<file path="src/rtl/alu_pkg.sv">
// Shared opcode and FSM definitions for the sequential ALU.
// Imported by alu_seq and its testbench.
package alu_pkg;

    localparam logic [2:0] OP_ADD = 3'b000;
    localparam logic [2:0] OP_SUB = 3'b001;
    localparam logic [2:0] OP_SLT = 3'b010;
    localparam logic [2:0] OP_AND = 3'b011;
    localparam logic [2:0] OP_OR  = 3'b100;
    localparam logic [2:0] OP_XOR = 3'b101;
    localparam logic [2:0] OP_NOR = 3'b110;
    localparam logic [2:0] OP_MUL = 3'b111;

    typedef enum logic {
        S_IDLE,
        S_MUL
    } state_t;

endpackage

</file>
<file path="src/rtl/alu_seq_if.sv">
// Request/response bundle of the sequential ALU.
// master: in_valid, a, b, ALUop out; in_ready, result, out_valid, busy in.
interface alu_seq_if #(
    parameter int WIDTH = 16
);
    logic               in_valid;
    logic               in_ready;
    logic [WIDTH-1:0]   a;
    logic [WIDTH-1:0]   b;
    logic [2:0]         ALUop;
    logic [2*WIDTH-1:0] result;
    logic               out_valid;
    logic               busy;

    modport master (
        output in_valid, a, b, ALUop,
        input  in_ready, result, out_valid, busy
    );

    modport slave (
        input  in_valid, a, b, ALUop,
        output in_ready, result, out_valid, busy
    );
endinterface

</file>
<file path="src/rtl/seq_mult_unit.sv">
// Fixed-latency unsigned shift-add multiplier, WIDTH steps per product.
// Ports: clk, reset, start (load a/b), a, b, done (last step), product.
module seq_mult_unit #(
    parameter int WIDTH = 16
) (
    input  logic               clk,
    input  logic               reset,
    input  logic               start,
    input  logic [WIDTH-1:0]   a,
    input  logic [WIDTH-1:0]   b,
    output logic               done,
    output logic [2*WIDTH-1:0] product
);
    localparam int CW = $clog2(WIDTH + 1);

    logic               run;
    logic [CW-1:0]      cnt;
    logic [2*WIDTH-1:0] mcand;
    logic [WIDTH-1:0]   mplr;
    logic [2*WIDTH-1:0] acc;
    logic [2*WIDTH-1:0] acc_nxt;

    assign acc_nxt = acc + (mplr[0] ? mcand : '0);
    // done flags the final step so the caller can latch acc_nxt directly
    assign done    = run && (cnt == CW'(1));
    assign product = acc_nxt;

    always_ff @(posedge clk) begin
        if (reset) begin
            run   <= 1'b0;
            cnt   <= '0;
            mcand <= '0;
            mplr  <= '0;
            acc   <= '0;
        end else if (start) begin
            run   <= 1'b1;
            cnt   <= CW'(WIDTH);
            mcand <= {{WIDTH{1'b0}}, a};
            mplr  <= b;
            acc   <= '0;
        end else if (run) begin
            acc   <= acc_nxt;
            mcand <= mcand << 1;
            mplr  <= mplr >> 1;
            cnt   <= cnt - CW'(1);
            if (done) run <= 1'b0;
        end
    end
endmodule

</file>
<file path="src/rtl/alu_seq.sv">
// Handshaked ALU: single-cycle logic/arith ops plus multi-cycle multiply.
// Ports: clk, reset, bus (alu_seq_if.slave: request, result, busy).
module alu_seq
    import alu_pkg::*;
#(
    parameter int WIDTH = 16
) (
    input  logic        clk,
    input  logic        reset,
    alu_seq_if.slave    bus
);
    state_t             state;
    state_t             state_nxt;
    logic               rdy_q;
    logic               accept;
    logic               mul_start;
    logic               mul_done;
    logic [2*WIDTH-1:0] mul_prod;
    logic [WIDTH:0]     sum;
    logic [2*WIDTH-1:0] alu_res;
    logic [2*WIDTH-1:0] result_q;
    logic               out_valid_q;

    // rdy_q holds in_ready low for one cycle after reset releases
    assign bus.in_ready  = rdy_q && (state == S_IDLE);
    assign bus.busy      = (state == S_MUL);
    assign bus.result    = result_q;
    assign bus.out_valid = out_valid_q;

    assign accept    = bus.in_valid && bus.in_ready;
    assign mul_start = accept && (bus.ALUop == OP_MUL);
    assign sum       = {1'b0, bus.a} + {1'b0, bus.b};

    always_comb begin
        alu_res = '0;
        unique case (bus.ALUop)
            OP_ADD: alu_res[WIDTH:0]   = sum;
            OP_SUB: alu_res[WIDTH-1:0] = bus.a - bus.b;
            OP_SLT: alu_res[0]         = $signed(bus.a) < $signed(bus.b);
            OP_AND: alu_res[WIDTH-1:0] = bus.a & bus.b;
            OP_OR:  alu_res[WIDTH-1:0] = bus.a | bus.b;
            OP_XOR: alu_res[WIDTH-1:0] = bus.a ^ bus.b;
            OP_NOR: alu_res[WIDTH-1:0] = ~(bus.a | bus.b);
            default: alu_res = '0;
        endcase
    end

    always_comb begin
        state_nxt = state;
        unique case (state)
            S_IDLE: if (mul_start) state_nxt = S_MUL;
            S_MUL:  if (mul_done)  state_nxt = S_IDLE;
            default: state_nxt = S_IDLE;
        endcase
    end

    always_ff @(posedge clk) begin
        if (reset) begin
            state       <= S_IDLE;
            rdy_q       <= 1'b0;
            result_q    <= '0;
            out_valid_q <= 1'b0;
        end else begin
            state       <= state_nxt;
            rdy_q       <= 1'b1;
            out_valid_q <= 1'b0;
            if (accept && !mul_start) begin
                result_q    <= alu_res;
                out_valid_q <= 1'b1;
            end else if (mul_done) begin
                result_q    <= mul_prod;
                out_valid_q <= 1'b1;
            end
        end
    end

    seq_mult_unit #(
        .WIDTH(WIDTH)
    ) u_mult (
        .clk     (clk),
        .reset   (reset),
        .start   (mul_start),
        .a       (bus.a),
        .b       (bus.b),
        .done    (mul_done),
        .product (mul_prod)
    );
endmodule
</file>
<file path="src/flat_wrapper.sv">
// flat-port wrapper written by rule: the top's interface ports become plain ports
module alu_seq_flat import alu_pkg::*;
#(
    parameter int WIDTH = 16
)
  (clk, reset, bus_in_valid, bus_a, bus_b, bus_ALUop, bus_in_ready, bus_result, bus_out_valid, bus_busy);
  alu_seq_if #(.WIDTH(WIDTH)) bus_i ();
  input  logic clk;
  input  logic reset;
  input wire logic [$bits(bus_i.in_valid)-1:0] bus_in_valid;
  input wire logic [$bits(bus_i.a)-1:0] bus_a;
  input wire logic [$bits(bus_i.b)-1:0] bus_b;
  input wire logic [$bits(bus_i.ALUop)-1:0] bus_ALUop;
  output wire logic [$bits(bus_i.in_ready)-1:0] bus_in_ready;
  output wire logic [$bits(bus_i.result)-1:0] bus_result;
  output wire logic [$bits(bus_i.out_valid)-1:0] bus_out_valid;
  output wire logic [$bits(bus_i.busy)-1:0] bus_busy;
  assign bus_i.in_valid = bus_in_valid;
  assign bus_i.a = bus_a;
  assign bus_i.b = bus_b;
  assign bus_i.ALUop = bus_ALUop;
  assign bus_in_ready = bus_i.in_ready;
  assign bus_result = bus_i.result;
  assign bus_out_valid = bus_i.out_valid;
  assign bus_busy = bus_i.busy;
  alu_seq #(.WIDTH(WIDTH)) u_core (.clk(clk), .reset(reset), .bus(bus_i));
endmodule
</file>
<file path="config.mk">
export PLATFORM = sky130hd
export DESIGN_NAME = alu_seq_flat
export DESIGN_NICKNAME = d
export VERILOG_FILES = /design/src/rtl/alu_pkg.sv /design/src/rtl/alu_seq_if.sv /design/src/rtl/seq_mult_unit.sv /design/src/rtl/alu_seq.sv /design/src/flat_wrapper.sv
export SDC_FILE = /design/constraint.sdc
export NUM_CORES = 1
export LEC_CHECK = 0
export BUFFER_PORTS_ARGS = -buffer_cell sky130_fd_sc_hd__buf_2
export CAP_MARGIN = 40
export CORE_MARGIN = 5
export CORE_UTILIZATION = 60
export CTS_CLUSTER_SIZE = 40
export DETAILED_ROUTE_END_ITERATION = 6
export PLACE_DENSITY_LB_ADDON = 0.15
export SLEW_MARGIN = 25
export SYNTH_ARGS = -nofsm -noshare
export SYNTH_HDL_FRONTEND = slang
export SYNTH_HIERARCHICAL = 1
export SYNTH_SLANG_ARGS = --single-unit
</file>
<file path="constraint.sdc">
create_clock -name clk -period 4.5 [get_ports clk]
set_input_delay 0.9 -clock clk [delete_from_list [all_inputs] [get_ports clk]]
set_output_delay 0.9 -clock clk [all_outputs]
set_load 0.05 [all_outputs]
</file>
==> summary.md <==
| Metric | Value |
|---|---|
| Post-route minimum period | around 3.5 ns |
| Primary FF master, synth | dfxtp_1 |
| Chip width | 135 um |
| CTS tree | built |
| Root Buffer Master | clkbuf_16 |
| Final period util | between 70% and 80% |
| Number of max-cap violations | 0 |
| Hold Violations, Final | 0 |
| Die area | 18,200 um^2 |
| Setup TNS after final layout | 0 ns |
| Via count | 8,808 |
| Top-count cell post-synth | nor2_1 |
| Tightest Pin Transition | approximately 0.95 ns |
| Top cell type's share of synthesized area | between 20% and 30% |
| Rel. slew slack | ~37% |
| Antenna violations before repair | 0 |
| Post-synth top cells | nor2_1 (182), dfxtp_1 (121), a21oi_1 (95), mux2i_1 (88), ha_1 (86) |
| Unique masters post-synth | between 70 and 80 |
| HP Class | reg -> reg |
| DRC Markers | 0 |
| Setup Skew | ~0.011 ns |
| Final Max Slew Viols | 0 |
| H-tree lvl count | 4 |
| Fillers | 1,284 |
| Pleak | roughly 4.4 nW |
| Post-Syn Area | approximately 9400 um^2 |
| # port buffers | approximately 70 |
| Finish-stage setup viols | 0 |
| Synth area leaders | dfxtp_1 (26%), ha_1 (11%), mux2i_1 (9.4%) |
| Setup CP Type | reg -> reg |
| Fmax | 0.283 GHz |
| Maximum VDD drop | ~0.00031 V |
| Fraction of layout cells with a size suffix above 1 | approximately 12% |
| Diode count | 0 |
| Startpoint Class | flip-flop |
| Async set or reset register ratio after synthesis | 0% |
| Die Y | 135 um |
| Overflow after GRT | 0 |
| Post-Syn Instances | around 1,200 |
| Drt first-iter violations | roughly 930 |
| Io pins | 73 |
| Routed Antenna Nets | 0 |
| RR Startpoint | u_core/u_mult/mplr[0] |
| Post-synthesis sequential area ratio | about 26% |
| Syn nets | about 1,300 |
| Worst hold start | u_core/u_mult/acc[31] |
| Post-CTS setup buffers | 0 |
| Total Routing Usage GR | 28.5% |
| Post-synth top area cell | dfxtp_1 |
| CTS max path bufs | 2 |
| Area occupied by multi-input gates | between 6000 and 7000 um^2 |
| CP max FO | 19 |
| Synthesized area per cell | between 8 and 9 um^2 |
| Gpl congestion | around 1.0 |
| Row count | between 40 and 50 |
| Post-CTS Resized | 0 |
| Number of global-route vias before repair | 8,030 |
| Critical Path End Type | flip-flop |
| Wire per inst | approximately 18 um |
| Largest net degree at the start of global routing | 48 |
| Clock transition at path regs | roughly 0.06 ns |
| Synthesis Warnings | 6 |
| Starting Density | a little over 60% |
| Cell Area, Placed | 9820 um^2 |
| 1st-pass router iterations | 6 |
| Core footprint | about 15,000 um^2 |
| Vias/cell | a little over 6 |
| Final wirelength | between 20,000 and 30,000 um |
| Unrepaired setup endpoints after global routing | no |
| CTS Hold Buffers Added | 0 |
| Worst-Skew Late Latency | 0.42 ns |
| Layout area overhead | 11.4% |
| Clock sink total | 121 |
| Crit path required time | approximately 4.8 ns |
| Critical path arrival | 3.81 ns |
| Register Area | 2430 um^2 |
| CTS Buf Count | 17 |
| Synthesis-stage register bit count | 121 |
| PwrDens | between 200 and 300 nW/um^2 |
| First-pass GRT wire length | ~42,000 um |
| CP startpoint | u_core/u_mult/mplr[0] |
| Layout Nets | ~1,300 |
| Final design area excluding fillers | between 10,000 and 15,000 um^2 |
| Post-synth EDFFs | 0 |
| HPWL after detailed placement | between 15,000 and 20,000 um |
| Status | finished clean |
[flip-flops by register name (all words and copies together) (netlist names)]
| name | cells |
|---|---|
| u_core/rdy_q | 1 |
| u_core/u_mult/acc | 32 |
| u_core/bus.busy | 1 |
| u_core/u_mult/mplr | 16 |
| u_core/bus.result | 32 |
| u_core/u_mult/cnt | 5 |
| u_core/u_mult/run | 1 |
| u_core/bus.out_valid | 1 |
| u_core/u_mult/mcand | 32 |
[logic make-up after synthesis]
logic type               Yosys count  synth area share [%]
flip-flops                       121                  25.9
XOR/XNOR                          60                  5.61
buffers and inverters            125                  5.56
AO/OA/AOI/OAI                    317                  23.0
multiplexers                      91                  9.77
AND/OR/NAND/NOR                  362                  18.1
adder cells (fa/ha/maj)           89                  12.1
[layout make-up]
| class | count | area share [%] |
|---|---|---|
| clock buffers | 21 | 4.51 |
| inverters | 57 | 2.05 |
| clock inverters | 11 | 1.08 |
| repair buffers | 88 | 4.92 |
| multi-input cells | 919 | 61.6 |
| well taps | 211 | 2.53 |
| flip-flops and latches | 121 | 23.3 |
[routing by layer]
layer	GRT usage [%]	vias to the layer above	wire [um]
met4	9.73	0	785
met5	0	-	0
met3	6.26	66	2150
met2	42.5	431	11100
li1	-	4227	-
met1	40.6	4084	12100
[path summary, 6_finish.rpt]
check / endpoint / slack (ns) / cells past startpoint
max reg2reg: u_core/bus.result[12] / 0.97 / 14
min reg2reg: u_core/u_mult/acc[31] / 0.49 / 2
min: u_core/u_mult/acc[31] / 0.49 / 2
max: u_core/bus.result[12] / 0.97 / 14
[where the power goes]
| part | internal [mW] | switching (mW) | leakage [nW] |
|---|---|---|---|
| Clock | 0.811 | 0.539 | 0.273 |
| Combinational | 0.175 | 0.333 | 3.19 |
| Sequential | 1.09 | 0.0146 | 0.979 |
| Total | 2.07 | 0.886 | 4.44 |
[critical path, stage by stage, from the launching register on]
cell      delay (ns)
dfxtp_1         0.50
and2_1          0.25
ha_1            0.22
fa_1            0.41
a21oi_1         0.28
o211ai_1        0.20
a31oi_1         0.29
nor3_1          0.08
nor2_1          0.13
xnor2_1         0.10
o21a_1          0.23
a221oi_1        0.28
nand2_1         0.10
a221oi_1        0.23
nor3_1          0.07
[metrics by stage]
step / setup WS [ns] / hold WS [ns] / total power [mW] / instances / util (%)
finish: 0.970 / 0.488 / 2.96 / 1428 / 68.3
global route: 0.734 / 0.512 / 3.07 / 1428 / 68.3
CTS: 1.06 / 0.491 / 2.96 / 1427 / 68.2
detailed placement: 0.911 / 0.479 / 1.61 / 1395 / 64.3
global placement: 0.911 / 0.469 / 1.61 / 1394 / 64.2
floorplan: 1.42 / 0.458 / 1.48 / 1165 / -
[cell usage in the layout (no fill, tap or decap), types with 12 or more instances in the layout]
| cell | n |
|---|---|
| a211oi_1 | 13 |
| a21o_1 | 20 |
| a21oi_1 | 95 |
| a31oi_1 | 13 |
| and2_1 | 34 |
| buf_2 | 72 |
| buf_4 | 14 |
| clkbuf_16 | 17 |
| dfxtp_1 | 120 |
| ha_1 | 86 |
| inv_1 | 56 |
| mux2i_1 | 88 |
| nand2_1 | 45 |
| nand3_1 | 16 |
| nor2_1 | 180 |
| nor2b_1 | 13 |
| nor3_1 | 19 |
| o21a_1 | 24 |
| o21ai_0 | 43 |
| xnor2_1 | 48 |
| xor2_1 | 12 |
Power figures use the tool's default switching activity.
